--- src/rtl/add_share_sequencer.sv ---
// rtl/add_share_sequencer.sv - round-robin sequencer sharing one external 4-bit adder
// Operands are added one nibble per cycle, LSB nibble first, with a registered ripple carry.
module add_share_sequencer #(
    parameter  int NUM_REQ = 2,
    parameter  int NIBBLES = 4,
    parameter  int ID_W    = 1,
    localparam int OW      = 4 * NIBBLES
) (
    input  logic                  clock,
    input  logic                  reset,
    input  logic [NUM_REQ-1:0]    req_valid,
    output logic [NUM_REQ-1:0]    req_ready,
    input  logic [NUM_REQ*OW-1:0] req_a,
    input  logic [NUM_REQ*OW-1:0] req_b,
    input  logic [NUM_REQ-1:0]    req_cin,
    output logic [3:0]            add_a,
    output logic [3:0]            add_b,
    output logic                  add_cin,
    input  logic [3:0]            add_s,
    input  logic                  add_cout,
    output logic                  res_valid,
    input  logic                  res_ready,
    output logic [OW-1:0]         res_sum,
    output logic                  res_cout,
    output logic [ID_W-1:0]       res_id
);

    localparam int NIB_W = (NIBBLES > 1) ? $clog2(NIBBLES) : 1;
    localparam logic [NIB_W-1:0] LAST_NIB  = NIB_W'(NIBBLES - 1);
    localparam logic [ID_W-1:0]  LAST_ID   = ID_W'(NUM_REQ - 1);
    localparam logic [ID_W:0]    NUM_REQ_X = (ID_W + 1)'(NUM_REQ);

    typedef enum logic [1:0] {
        IDLE = 2'd0,
        RUN  = 2'd1,
        DONE = 2'd2
    } state_t;

    state_t              r_state;
    state_t              w_next_state;
    logic [ID_W-1:0]     r_rr_ptr;
    logic [NIB_W-1:0]    r_nib;
    logic                r_carry;
    logic [OW-1:0]       r_a;
    logic [OW-1:0]       r_b;
    logic [OW-1:0]       r_sum;
    logic                r_cout;
    logic [ID_W-1:0]     r_id;

    logic [2*NUM_REQ-1:0] w_req_dbl;
    logic [2*NUM_REQ-1:0] w_req_rot;
    logic                 w_found;
    logic [ID_W:0]        w_cand;
    logic [ID_W-1:0]      w_grant;
    logic [OW-1:0]        w_sel_a;
    logic [OW-1:0]        w_sel_b;
    logic                 w_sel_cin;
    logic                 w_accept;
    logic                 w_last_nib;
    logic [OW+3:0]        w_sum_cat;
    logic [ID_W-1:0]      w_next_ptr;

    // Rotate the request vector so bit 0 corresponds to the current round-robin pointer.
    assign w_req_dbl = {req_valid, req_valid};
    assign w_req_rot = w_req_dbl >> r_rr_ptr;

    always_comb begin
        w_found = 1'b0;
        w_cand  = '0;
        w_grant = '0;
        for (int j = NUM_REQ - 1; j >= 0; j--) begin
            if (w_req_rot[j]) begin
                w_found = 1'b1;
                w_cand  = {1'b0, r_rr_ptr} + (ID_W + 1)'(j);
                w_grant = (w_cand >= NUM_REQ_X) ? ID_W'(w_cand - NUM_REQ_X) : w_cand[ID_W-1:0];
            end
        end
    end

    assign w_accept   = (r_state == IDLE) && w_found;
    assign w_last_nib = (r_nib == LAST_NIB);
    assign w_sum_cat  = {add_s, r_sum};
    assign w_next_ptr = (r_id == LAST_ID) ? '0 : r_id + 1'b1;

    always_comb begin
        w_sel_a   = '0;
        w_sel_b   = '0;
        w_sel_cin = 1'b0;
        req_ready = '0;
        for (int i = 0; i < NUM_REQ; i++) begin
            if (w_grant == ID_W'(i)) begin
                w_sel_a      = req_a[i*OW +: OW];
                w_sel_b      = req_b[i*OW +: OW];
                w_sel_cin    = req_cin[i];
                req_ready[i] = w_accept && !reset;
            end
        end
    end

    always_comb begin
        w_next_state = r_state;
        case (r_state)
            IDLE:    if (w_found)    w_next_state = RUN;
            RUN:     if (w_last_nib) w_next_state = DONE;
            DONE:    if (res_ready)  w_next_state = IDLE;
            default: w_next_state = IDLE;
        endcase
    end

    always_ff @(posedge clock) begin
        if (reset) begin
            r_state <= IDLE;
        end else begin
            r_state <= w_next_state;
        end
    end

    // Operands shift right each RUN cycle so the active nibble is always at [3:0];
    // the sum shifts in from the top so it lands aligned after the last nibble.
    always_ff @(posedge clock) begin
        if (reset) begin
            r_rr_ptr <= '0;
            r_nib    <= '0;
            r_carry  <= 1'b0;
            r_a      <= '0;
            r_b      <= '0;
            r_sum    <= '0;
            r_cout   <= 1'b0;
            r_id     <= '0;
        end else begin
            case (r_state)
                IDLE: begin
                    if (w_found) begin
                        r_a     <= w_sel_a;
                        r_b     <= w_sel_b;
                        r_carry <= w_sel_cin;
                        r_id    <= w_grant;
                        r_nib   <= '0;
                    end
                end
                RUN: begin
                    r_a     <= r_a >> 4;
                    r_b     <= r_b >> 4;
                    r_sum   <= w_sum_cat[OW+3:4];
                    r_carry <= add_cout;
                    r_nib   <= r_nib + 1'b1;
                    if (w_last_nib) begin
                        r_cout <= add_cout;
                    end
                end
                DONE: begin
                    if (res_ready) begin
                        r_rr_ptr <= w_next_ptr;
                    end
                end
                default: ;
            endcase
        end
    end

    assign add_a     = ((r_state == RUN) && !reset) ? r_a[3:0] : 4'h0;
    assign add_b     = ((r_state == RUN) && !reset) ? r_b[3:0] : 4'h0;
    assign add_cin   = ((r_state == RUN) && !reset) ? r_carry  : 1'b0;
    assign res_valid = (r_state == DONE);
    assign res_sum   = r_sum;
    assign res_cout  = r_cout;
    assign res_id    = r_id;

endmodule

--- config.mk ---
export PLATFORM = sky130hd
export DESIGN_NAME = add_share_sequencer
export DESIGN_NICKNAME = d
export VERILOG_FILES = /design/src/rtl/add_share_sequencer.sv
export SDC_FILE = /design/constraint.sdc
export NUM_CORES = 1
export LEC_CHECK = 0
export ABC_CLOCK_PERIOD_IN_PS = 2100
export CAP_MARGIN = 30
export CORE_UTILIZATION = 43
export DETAILED_ROUTE_END_ITERATION = 8
export PLACE_DENSITY = 0.8
export SYNTH_ARGS = -nofsm -noshare
export SYNTH_HDL_FRONTEND = slang
export SYNTH_SLANG_ARGS = --single-unit
export TNS_END_PERCENT = 30
--- constraint.sdc ---
create_clock -name clock -period 2.1 [get_ports clock]
set_input_delay 0.63 -clock clock [delete_from_list [all_inputs] [get_ports clock]]
set_output_delay 0.63 -clock clock [all_outputs]
set_load 0.005 [all_outputs]
==> impl_metrics.py <==
metrics = {
    "final_layout": {
        "nets": 450,
        "n_antenna_cell": 0,
        "final_cells": 446,
        "mostFrequentLayoutCells": "clkdlybuf4s50_1 (90), dfxtp_1 (54), nand2_1 (36), mux2i_1 (34)",
        "drive_gt1_frac": 0.1711,
        "final_common_cell": "clkdlybuf4s50_1",
        "utilization": 0.6749,
        "area_growth_pct": 49.24,
        "fin_area_um2": 3785,
    },
    "clock_tree": {
        "clk_latency_ps": 310,
        "clk_pin_slew_ps": 100,
        "cts_tree": "built",
        "hold_buffers": 0,
        "cts_made_buffers": 5,
        "cts.sinks": 56,
        "cts-root-buf": "clkbuf_8",
        "cts_buffer_depth": 2,
        "htreeDepth": 2,
    },
    "worst_setup_path": {
        "critical_path.endpoint_type": "primary output",
        "crit_fanout": 5,
        "required_ps": 1470,
        "cp-start-kind": "register",
        "arrival_ps": 1560,
        "critPathKind": "register to primary output",
    },
    "outcome": {
        "violations": "setup timing",
        "outcome": "complete, but fails checks",
    },
    "detailed_routing": {
        "dr_wl_met2_mm": 3.270,
        "remaining_drc_errors": 0,
        "wirelength_mm": 6.420,
        "ant_nets": 0,
        "dr_wl_met3_um": 380,
        "dr.pass1.iters": 4,
        "wire_per_inst_um": 14.39,
        "vias_per_cell": 5.287,
        "m1WireLength_mm": 2.630,
        "top_layer_used": "met4",
        "num_vias": 2358,
        "drt_iter0_drc": 61,
    },
    "worst_hold_path": {
        "hold_path_class": "register to register",
    },
    "floorplanning": {
        "die_y_um": 78.80,
        "core_um2": 5608,
        "row_count": 27,
        "initial_core_util": 0.4523,
        "fp.dieW_um": 78.80,
        "die-area_um2": 6209,
        "pin_count": 106,
    },
    "timing": {
        "slew_headroom": 0.6991,
        "tns_ps": -391.2,
        "min_period_over_period": 1.042,
        "maxSlewViolCount": 0,
        "hold_viol": 0,
        "max_freq_ghz": 0.4568,
        "setup-violations-final": 7,
        "tightest_slew_ps": 450.4,
        "min_period_ps": 2189,
        "fin_ws_ps": -89.07,
        "clock_skew_ps": 9.742,
        "rsz0062_at_grt": "true",
    },
    "grt": {
        "grt_pass1_vias": 2286,
        "globalRouteOverflowTotal": 0,
        "grt_pass1_wl_mm": 10.25,
        "antenna_found_initial": 0,
        "grt_start_max_net_pins": 35,
        "globalRouteTotalUtil": 0.2114,
    },
    "flow_run": {
        "drv_cap": 0,
    },
    "place": {
        "place_inst": 432,
        "gp_congestion": 0.7779,
        "dpl.hpwl_mm": 4.667,
        "portBuffers": 105,
        "placed_area_um2": 3636,
    },
    "yosys": {
        "syn-num-nets": 339,
        "ys_ff_latch": 56,
        "yosys_warnings": 0,
        "netlist_area_um2": 2536,
        "syn_area_per_cell_um2": 9.680,
        "syn-instance-count": 262,
        "synth.distinct_cells": 28,
        "ys_seq_area_frac": 0.4420,
    },
    "power": {
        "power_density_nw_per_um2": 636.5,
        "power.total_mw": 2.409,
        "p_leak_nw": 1.547,
        "peakVddDrop_mv": 0.4115,
    },
}
[flip-flops by register name, indices dropped and copies added, names as in the netlist]
name	cells
r_carry	1
r_nib	2
res_cout	1
r_rr_ptr	1
res_id	1
r_state	2
res_sum	16
r_b	16
r_a	16
[cell usage after synthesis (all sizes together)]
cell type	n	area [um2]
a21oi	20	100.1
a22oi	25	197.7
and2	9	56.30
buf	21	180.2
clkbuf	3	11.26
dfxtp	56	1121
ha	1	12.51
inv	2	7.510
mux2	1	11.26
mux2i	34	340.3
nand2	36	135.1
nand2b	1	6.260
nand3	2	10.01
nor2	7	28.78
nor2b	4	32.53
nor3	1	5.000
o21ai	2	13.76
o22ai	25	168.9
o2bb2ai	8	70.07
o31ai	1	7.510
or2	2	12.51
or2b	1	7.510
[logic make-up after synthesis]
kind of cell	synth area share
mux	0.1386
buf+inv	0.07844
fa+ha+maj	0.004933
flops	0.4420
compound gates	0.2200
simple gates	0.1159
[per-layer routing]
| metal | up-vias | track usage |
|---|---|---|
| met4 | 0 | 0.07963 |
| li1 | 1173 | - |
| met3 | 15 | 0.05057 |
| met1 | 1084 | 0.2389 |
| met5 | - | 0 |
| met2 | 86 | 0.3817 |
[final timing paths]
path	from	to	slack [ps]	depth (start not counted)
worst min-delay path	res_sum[3]	res_sum[3]	460	2
worst min register to register	res_sum[3]	res_sum[3]	460	2
worst max-delay path	r_state[1]	add_a[2]	-90	7
worst max register to register	r_state[0]	r_b[2]	520	7
[what timing repair did]
item | in CTS | in global routing
pin swaps | 5 | 2
setup endpoints to repair | 12 | 11
buffers inserted | 7 | 0
gates resized for setup | 62 | 7
[layout make-up]
type | instances | area (um2)
fill | 496 | 1823
multi-input combinational | 180 | 1252
timing repair buffer | 128 | 1209
sequential | 56 | 1126
tap | 72 | 90.09
clock buffer | 6 | 82.58
clock inverter | 2 | 17.52
inverter | 2 | 7.507
[through the flow]
step	worst slack, ps	hold slack, ps
floorplan	178.0	432.7
global placement	-644.0	443.4
detailed placement	-657.3	447.5
CTS	-167.4	462.0
global route	-156.9	493.3
finish	-89.07	459.5
[power breakdown]
group	internal [mW]	switching, mW
Clock	0.277	0.360
Combinational	0.327	0.245
Sequential	1.15	0.0527
[worst max-delay path, stage by stage, from the launching register on]
cell and delay, ps:
dfxtp_4 380, or2b_1 250, nor2_2 130, buf_6 120
buf_6 90, buf_6 80, and2_4 120, buf_6 80
Note: power is estimated with default switching activity, not from simulation.
